**src/rtl/gpio_arb_pkg.sv**
```systemverilog
// Shared types and default sizes for the GPIO pin-bank arbiter.
package gpio_arb_pkg;

  localparam int unsigned DEF_NUM_REQ = 4;
  localparam int unsigned DEF_PIN_W   = 34;

  typedef enum logic [1:0] {
    ST_IDLE  = 2'd0,
    ST_GRANT = 2'd1,
    ST_TURN  = 2'd2
  } arb_state_e;

  // Counter width that stays at least one bit for degenerate sizes.
  function automatic int unsigned cnt_w(input int unsigned n);
    return (n > 1) ? $clog2(n) : 1;
  endfunction

endpackage

```
**src/rtl/rr_arbiter.sv**
```systemverilog
// Combinational round-robin pick: first requester after last_owner, wrapping.
module rr_arbiter
  import gpio_arb_pkg::*;
#(
  parameter int unsigned NUM_REQ = DEF_NUM_REQ,
  parameter int unsigned IDX_W   = cnt_w(DEF_NUM_REQ)
) (
  input  logic [NUM_REQ-1:0] req,
  input  logic [IDX_W-1:0]   last_owner,
  output logic [IDX_W-1:0]   winner,
  output logic               any_req
);

  int unsigned cand;
  logic        found;

  always_comb begin
    winner = '0;
    found  = 1'b0;
    cand   = 0;
    for (int unsigned k = 1; k <= NUM_REQ; k++) begin
      cand = (32'(last_owner) + k) % NUM_REQ;
      if (!found && req[IDX_W'(cand)]) begin
        winner = IDX_W'(cand);
        found  = 1'b1;
      end
    end
  end

  assign any_req = |req;

endmodule

```
**src/rtl/gpio_arbiter.sv**
```systemverilog
// Time-shared GPIO pin bank: round-robin ownership with hold-time preemption
// and a floated turnaround between owners.
module gpio_arbiter
  import gpio_arb_pkg::*;
#(
  parameter int unsigned NUM_REQ  = DEF_NUM_REQ,
  parameter int unsigned PIN_W    = DEF_PIN_W,
  parameter int unsigned MAX_HOLD = 256,
  parameter int unsigned TURN_CYC = 2
) (
  input  logic                       clk,
  input  logic                       rst,
  input  logic [NUM_REQ-1:0]         req,
  input  logic [NUM_REQ*PIN_W-1:0]   req_out,
  input  logic [NUM_REQ*PIN_W-1:0]   req_oe,
  output logic [NUM_REQ-1:0]         gnt,
  output logic [PIN_W-1:0]           gpio_out,
  output logic [PIN_W-1:0]           gpio_oe,
  output logic [$clog2(NUM_REQ)-1:0] owner,
  output logic                       owner_valid,
  output logic                       preempt
);

  localparam int unsigned OWN_W  = $clog2(NUM_REQ);
  localparam int unsigned HOLD_W = cnt_w(MAX_HOLD);
  localparam int unsigned TURN_W = cnt_w(TURN_CYC);
  localparam logic [HOLD_W-1:0] HOLD_LAST = HOLD_W'(MAX_HOLD - 1);
  localparam logic [TURN_W-1:0] TURN_LAST = TURN_W'(TURN_CYC - 1);

  arb_state_e         state_q, state_d;
  logic [NUM_REQ-1:0] gnt_q, gnt_d;
  logic [OWN_W-1:0]   owner_q, owner_d;
  logic [OWN_W-1:0]   last_owner_q, last_owner_d;
  logic               owner_valid_q, owner_valid_d;
  logic               preempt_q, preempt_d;
  logic [HOLD_W-1:0]  hold_q, hold_d;
  logic [TURN_W-1:0]  turn_q, turn_d;
  logic [PIN_W-1:0]   gpio_out_q, gpio_out_d;
  logic [PIN_W-1:0]   gpio_oe_q, gpio_oe_d;

  logic [OWN_W-1:0]   winner;
  logic               any_req;
  logic               others_pending;
  logic [PIN_W-1:0]   out_slice [NUM_REQ];
  logic [PIN_W-1:0]   oe_slice  [NUM_REQ];

  for (genvar i = 0; i < NUM_REQ; i++) begin : g_slice
    assign out_slice[i] = req_out[i*PIN_W +: PIN_W];
    assign oe_slice[i]  = req_oe[i*PIN_W +: PIN_W];
  end

  rr_arbiter #(
    .NUM_REQ (NUM_REQ),
    .IDX_W   (OWN_W)
  ) u_rr (
    .req        (req),
    .last_owner (last_owner_q),
    .winner     (winner),
    .any_req    (any_req)
  );

  assign others_pending = |(req & ~gnt_q);

  // Next state and registered outputs; pads float whenever nobody owns the bank.
  always_comb begin
    state_d       = state_q;
    gnt_d         = gnt_q;
    owner_d       = owner_q;
    last_owner_d  = last_owner_q;
    owner_valid_d = owner_valid_q;
    preempt_d     = 1'b0;
    hold_d        = hold_q;
    turn_d        = turn_q;
    gpio_out_d    = gpio_out_q;
    gpio_oe_d     = gpio_oe_q;

    case (state_q)
      ST_IDLE: begin
        gpio_out_d = '0;
        gpio_oe_d  = '1;
        if (any_req) begin
          state_d       = ST_GRANT;
          gnt_d         = NUM_REQ'(1) << winner;
          owner_d       = winner;
          last_owner_d  = winner;
          owner_valid_d = 1'b1;
          hold_d        = '0;
        end
      end

      ST_GRANT: begin
        gpio_out_d = out_slice[owner_q];
        gpio_oe_d  = oe_slice[owner_q];
        if (hold_q != HOLD_LAST) begin
          hold_d = hold_q + HOLD_W'(1);
        end
        // Release wins over a simultaneous timeout, so it never preempts.
        if (!req[owner_q] || ((hold_q == HOLD_LAST) && others_pending)) begin
          state_d       = ST_TURN;
          preempt_d     = req[owner_q];
          gnt_d         = '0;
          owner_valid_d = 1'b0;
          gpio_out_d    = '0;
          gpio_oe_d     = '1;
          hold_d        = '0;
          turn_d        = '0;
        end
      end

      ST_TURN: begin
        if (turn_q == TURN_LAST) begin
          state_d = ST_IDLE;
        end else begin
          turn_d = turn_q + TURN_W'(1);
        end
      end

      default: begin
        state_d = ST_IDLE;
      end
    endcase
  end

  always_ff @(posedge clk) begin
    if (rst) begin
      state_q       <= ST_IDLE;
      gnt_q         <= '0;
      owner_q       <= '0;
      last_owner_q  <= OWN_W'(NUM_REQ - 1);
      owner_valid_q <= 1'b0;
      preempt_q     <= 1'b0;
      hold_q        <= '0;
      turn_q        <= '0;
      gpio_out_q    <= '0;
      gpio_oe_q     <= '1;
    end else begin
      state_q       <= state_d;
      gnt_q         <= gnt_d;
      owner_q       <= owner_d;
      last_owner_q  <= last_owner_d;
      owner_valid_q <= owner_valid_d;
      preempt_q     <= preempt_d;
      hold_q        <= hold_d;
      turn_q        <= turn_d;
      gpio_out_q    <= gpio_out_d;
      gpio_oe_q     <= gpio_oe_d;
    end
  end

  assign gnt         = gnt_q;
  assign owner       = owner_q;
  assign owner_valid = owner_valid_q;
  assign preempt     = preempt_q;
  assign gpio_out    = gpio_out_q;
  assign gpio_oe     = gpio_oe_q;

endmodule

```
**config.mk**
```make
export PLATFORM = sky130hd
export DESIGN_NAME = gpio_arbiter
export DESIGN_NICKNAME = d
export VERILOG_FILES = /design/src/rtl/gpio_arb_pkg.sv /design/src/rtl/rr_arbiter.sv /design/src/rtl/gpio_arbiter.sv
export SDC_FILE = /design/constraint.sdc
export NUM_CORES = 1
export LEC_CHECK = 0
export ABC_AREA = 1
export CAP_MARGIN = 20
export CORE_MARGIN = 2
export CORE_UTILIZATION = 30
export CTS_CLUSTER_DIAMETER = 30
export CTS_CLUSTER_SIZE = 20
export DETAILED_ROUTE_END_ITERATION = 6
export MAX_ROUTING_LAYER = met4
export PLACE_DENSITY = 0.69
export SETUP_SLACK_MARGIN = 0.2
export SLEW_MARGIN = 20
export SYNTH_ARGS = -nofsm -noshare
export SYNTH_HDL_FRONTEND = slang
export SYNTH_SLANG_ARGS = --single-unit
```
**constraint.sdc**
```tcl
create_clock -name clk -period 2.03 [get_ports clk]
set_input_delay 0.406 -clock clk [delete_from_list [all_inputs] [get_ports clk]]
set_output_delay 0.406 -clock clk [all_outputs]
set_load 0.02 [all_outputs]
```
==> results.json, run 1 <==
{
  "status": "finished, final reports clean",
  "min_period_ns": 1.78,
  "cellPowerDensity_nw_per_um2": 1080,
  "hp-class": "reg -> reg",
  "grt-ovfl-total": 0,
  "critPathMaxStageDelay_ns": 0.64,
  "setup_slack_ns": 0.254,
  "rows": 48,
  "grt_pass1_vias": 6482,
  "finalHoldViolCount": 0,
  "drcViolationCount": 0,
  "grt_pass1_wl_mm": 34.0,
  "worstMarginPinSlew_ns": 0.530,
  "die_w_um": 137,
  "final_common_cell": "clkdlybuf4s50_1",
  "core_area_sq_um": 17200,
  "seq_area_frac_synth": 0.338,
  "firstDrtPassIters": 7,
  "r2r_slack_ns": 0.32,
  "clk_latency_ns": 0.35,
  "power_mw": 10.3,
  "path_max_fanout": 2,
  "vias": 6926,
  "ys_ff_latch": 89,
  "wl_met2_mm": 11.1,
  "worst_setup_path_end_kind": "output port",
  "fin_skew_ns": 0.00706,
  "wl_per_cell_um": 16.3,
  "dpl.hpwl_mm": 16.6,
  "holdWs_ns": 0.454,
  "vias_per_cell": 4.99,
  "wl_met1_mm": 9.47,
  "cp.arrival_ns": 1.37,
  "htreeDepth": 3,
  "fin_tns_setup_ns": 0,
  "cts-root-buf": "clkbuf_16",
  "ir_drop_uv": 953,
  "yosys_warnings": 0,
  "synth_cells": 835,
  "io_pins": 354,
  "areaGrowthSynthToFinish_pct": 79.6,
  "critical_path.top_delay_family": "buffers and inverters",
  "crit_required_ns": 1.62,
  "setup_viol": 0,
  "grt_usage": 0.241,
  "clkSinkCount": 89,
  "initial_core_util": 0.306,
  "path_cells": "clkdlybuf4s50_1",
  "synth.net_count": 1114,
  "highest_layer": "met4",
  "synth_area_per_cell_sq_um": 6.31,
  "post-route-period-util": 0.875,
  "cts_tree": "yes",
  "clk_path_buf_depth": 2,
  "numCtsBuffers": 9,
  "final_nets": 1438,
  "antenna_cells": 0,
  "detail_route.iter0.violations": 366,
  "synth_flop_cell": "dfxtp_1",
  "slew_headroom": 0.647,
  "power_leakage_nw": 3.51,
  "rsz0062_at_grt": "yes",
  "die_h_um": 137,
  "ys_types": 32,
  "port_buffers": 353,
  "grt_max_degree": 87,
  "synth_edf_count": 0,
  "antenna_left": 0,
  "fill_cells": 1651,
  "hold_buffers": 0,
  "critPathSlowestCell": "clkdlybuf4s50_1",
  "critPathBufInv": 1,
  "clock.fmax_mhz": 563,
  "dieArea_sq_um": 18600,
  "antenna_found_initial": 0,
  "routed_wl_mm": 22.7,
  "final_core_utilization": 0.549,
  "cap_viol_max_count": 0,
  "gp_congestion": 0.898,
  "syn_area_sq_um": 5270,
  "post-place-ws_ns": -0.0401,
  "drv_slew": 0,
  "path_class": "reg -> out",
  "mostFrequentLayoutCells": "clkdlybuf4s50_1 (350), nand2_1 (162), nor2_1 (148), o21ai_0 (129), o22ai_1 (104)",
  "clk_pin_slew_worst_paths_ns": 0.07,
  "dr_wl_met3_mm": 1.49,
  "layout-drive-gt1-share": 0.0593,
  "cp-start-kind": "flip-flop",
  "synthArstFlopShare": 0
}
==> final cells by class <==
cell class / count / area, sq um / area share
clock inverter: 6 / 93.8 / 0.00991
tap: 225 / 282 / 0.0297
inverter: 23 / 91.3 / 0.00965
multi-input combinational: 655 / 3130 / 0.331
sequential: 89 / 1790 / 0.189
timing repair buffer: 381 / 3850 / 0.407
clock buffer: 10 / 229 / 0.0242
==> final timing paths <==
| kind | start | to | cells past startpoint |
|---|---|---|---|
| max reg2reg | hold_q[0] | hold_q[0] | 11 |
| max | gpio_out[22] | gpio_out[22] | 1 |
| min | gpio_out[2] | gpio_out[2] | 2 |
| min reg2reg | gpio_out[2] | gpio_out[2] | 2 |
==> repair_timing <==
| action | CTS | global route |
|---|---|---|
| setup endpoints to repair | 35 | 86 |
| setup buffers | 0 | 0 |
| resized for setup | 4 | 14 |
| pin swaps | 0 | 2 |
| cloned | 0 | 1 |
==> kinds of logic (layout without fill, tap and decap cells) <==
family                     Yosys count  count (layout)  share of synthesized area
DFF                                 89              89                      0.338
buffers and inverters               91             420                     0.0745
xor gates and xnor gates             6               6                    0.00997
adders and majority gates            1               1                    0.00237
and+or+nand+nor                    348             348                      0.262
AOI/OAI and AO/OA                  300             300                      0.313
==> routing by layer <==
layer | vias up | GRT usage
met5 | - | -
met4 | 0 | 0.0770
met3 | 40 | 0.0578
met1 | 3123 | 0.288
met2 | 234 | 0.399
li1 | 3529 | -
==> where the power goes <==
part | switching [mW] | total, mW | internal, mW
clock network | 0.733 | 1.82 | 1.09
logic | 3.61 | 6.13 | 2.52
registers | 0.261 | 2.32 | 2.06
==> synth_stat cells, types with 10 or more instances <==
library cell | count | share of area
a21oi_1 | 49 | 0.047
buf_2 | 12 | 0.011
o21ai_1 | 11 | 0.010
nand2_1 | 168 | 0.12
o21ai_0 | 130 | 0.12
nor2_1 | 150 | 0.11
nand4_1 | 10 | 0.012
nand3_1 | 13 | 0.012
o22ai_1 | 104 | 0.12
inv_1 | 17 | 0.012
dfxtp_1 | 89 | 0.34
clkbuf_1 | 45 | 0.032
==> registers in the layout, indices dropped and copies added, names as in the netlist <==
signal,cells
last_owner_q,2
gnt,4
owner,2
gpio_out,34
turn_q,1
hold_q,8
state_q,2
preempt,1
owner_valid,1
gpio_oe,34
==> per-stage QoR <==
step | cell area (sq um) | std cells
3_5_place_dp | 9090 | 1372
4_1_cts | 9410 | 1388
2_1_floorplan | 5270 | 835
6_report | 9470 | 1389
5_1_grt | 9470 | 1389
3_3_place_gp | 9090 | 1372
(Power assumes the default switching activity.)
==> run 2: changes to the inputs <==
clock period = 1.8 ns   (was 2.03 ns; I/O delays follow)
==> results.json, run 2 (synthesized netlist as in run 1, its figures left out) <==
{
  "final_common_cell": "clkdlybuf4s50_1",
  "rows": 48,
  "cp-start-kind": "flip-flop",
  "clk_path_buf_depth": 2,
  "firstDrtPassIters": 5,
  "crit_required_ns": 2.05,
  "antenna_left": 0,
  "grt_usage": 0.240,
  "core_area_sq_um": 17200,
  "dp.cells": 1385,
  "drv_slew": 0,
  "status": "finished, final reports clean",
  "clk_latency_ns": 0.35,
  "antenna_found_initial": 1,
  "cap_viol_max_count": 0,
  "regArea_sq_um": 1800,
  "min_period_ns": 1.69,
  "wl_per_cell_um": 17.0,
  "rsz0062_at_grt": "yes",
  "grt_pass1_wl_mm": 33.9,
  "clock.fmax_mhz": 590,
  "clk_pin_slew_worst_paths_ns": 0.07,
  "power_leakage_nw": 3.93,
  "dpl.hpwl_mm": 16.7,
  "cellPowerDensity_nw_per_um2": 1240,
  "grt_max_degree": 87,
  "grt-ovfl-total": 0,
  "detail_route.iter0.violations": 395,
  "final_nets": 1463,
  "post-route-period-util": 0.941,
  "port_buffers": 353,
  "path_class": "reg -> reg",
  "ir_drop_uv": 940,
  "vias_per_cell": 5.11,
  "routed_wl_mm": 24.0,
  "gp_congestion": 0.864,
  "vias": 7236,
  "ff2ff_path_depth": 12,
  "fin_skew_ns": 0.00645,
  "drcViolationCount": 0,
  "worst_setup_path_end_kind": "flip-flop",
  "initial_core_util": 0.306,
  "clkSinkCount": 89,
  "io_pins": 354,
  "cp.arrival_ns": 1.94,
  "final_cells": 1415,
  "fin_area_sq_um": 10100,
  "cts_tree": "yes",
  "setup_viol": 0,
  "hp-class": "reg -> reg",
  "grt_pass1_vias": 6553,
  "hold_buffers": 0,
  "place_area_sq_um": 9180,
  "htreeDepth": 3,
  "worstMarginPinSlew_ns": 0.617,
  "fill_cells": 1638,
  "mostFrequentLayoutCells": "clkdlybuf4s50_1 (272), nand2_1 (152), nor2_1 (148), o21ai_0 (129), dfxtp_1 (82)",
  "path_max_fanout": 8,
  "setup_slack_ns": 0.106,
  "areaGrowthSynthToFinish_pct": 90.7,
  "numCtsBuffers": 9,
  "die_h_um": 137,
  "cts-root-buf": "clkbuf_16",
  "hold_depth": 2,
  "die_w_um": 137,
  "finalHoldViolCount": 0,
  "dieArea_sq_um": 18600,
  "multi_input_area_sq_um": 3470,
  "layout-drive-gt1-share": 0.130,
  "slew_headroom": 0.589,
  "post-place-ws_ns": -0.210,
  "power_mw": 12.5
}
[run 2: changes by cell type in the layout (fill, tap and decap cells not counted), sizes merged]
cell,before,now
clkdlybuf4s50,350,272
dlygate4sd2,2,76
buf,28,50
clkbuf,11,14
dlymetal6s2s,0,3
inv,21,23
bufinv,2,1
clkdlybuf4s15,0,1
clkinv,5,4
diode,0,1
[run 2: layout make-up]
type / count / share of cell area
Antenna cell: 1 / 0.000249
Tap cell: 225 / 0.0280
Multi-Input combinational cell: 655 / 0.345
Clock buffer: 10 / 0.0238
Clock inverter: 6 / 0.00747
Inverter: 23 / 0.0103
Timing Repair Buffer: 406 / 0.406
Sequential cell: 89 / 0.179
[run 2: power by group]
| part | internal (mW) | total (mW) | switching (mW) |
|---|---|---|---|
| logic | 3.28 | 7.85 | 4.57 |
| registers | 2.34 | 2.66 | 0.317 |
| clock network | 1.13 | 2.00 | 0.863 |
[run 2: path summary, 6_finish.rpt]
check / slack (ns) / start / end
setup / recovery: 0.11 / hold_q[1] / gpio_oe[17]
hold / removal: 0.45 / gpio_out[33] / gpio_out[33]
setup reg to reg: 0.11 / hold_q[1] / gpio_oe[17]
hold reg to reg: 0.45 / gpio_out[33] / gpio_out[33]
[run 2: per-layer routing]
metal | track usage | routed length (um) | vias to the layer above
li1 | - | - | 3594
met1 | 0.286 | 9840 | 3338
met2 | 0.394 | 11800 | 266
met3 | 0.0641 | 1710 | 38
met4 | 0.0764 | 611 | 0
met5 | - | 0 | -
[run 2: critical path, cell delays in order (launching register included)]
cell and delay [ns]:
dfxtp_2 0.34, ha_4 0.17, nand2_4 0.08, inv_4 0.04, nand2_4 0.06, nor2_4 0.04, o21ai_1 0.07, buf_4 0.14
nand3_4 0.13, buf_12 0.19, buf_6 0.15, o22ai_1 0.11, nand2_1 0.07
[run 2: through the flow]
| step | setup TNS, ns | hold slack [ns] | utilization |
|---|---|---|---|
| after floorplan | 0 | 0.442 | - |
| after global routing | 0 | 0.465 | 0.583 |
| after CTS | 0 | 0.444 | 0.551 |
| after detailed placement | -13.05 | 0.445 | 0.533 |
| after global placement | -13.08 | 0.442 | 0.533 |
| final | 0 | 0.449 | 0.583 |
[run 2: repair_timing]
item                                    CTS  global route
endpoints found under the setup margin  160            89
pin swaps                                 3            21
resized for setup                        92            93
setup buffers                             4             1
gates cloned                              1             7
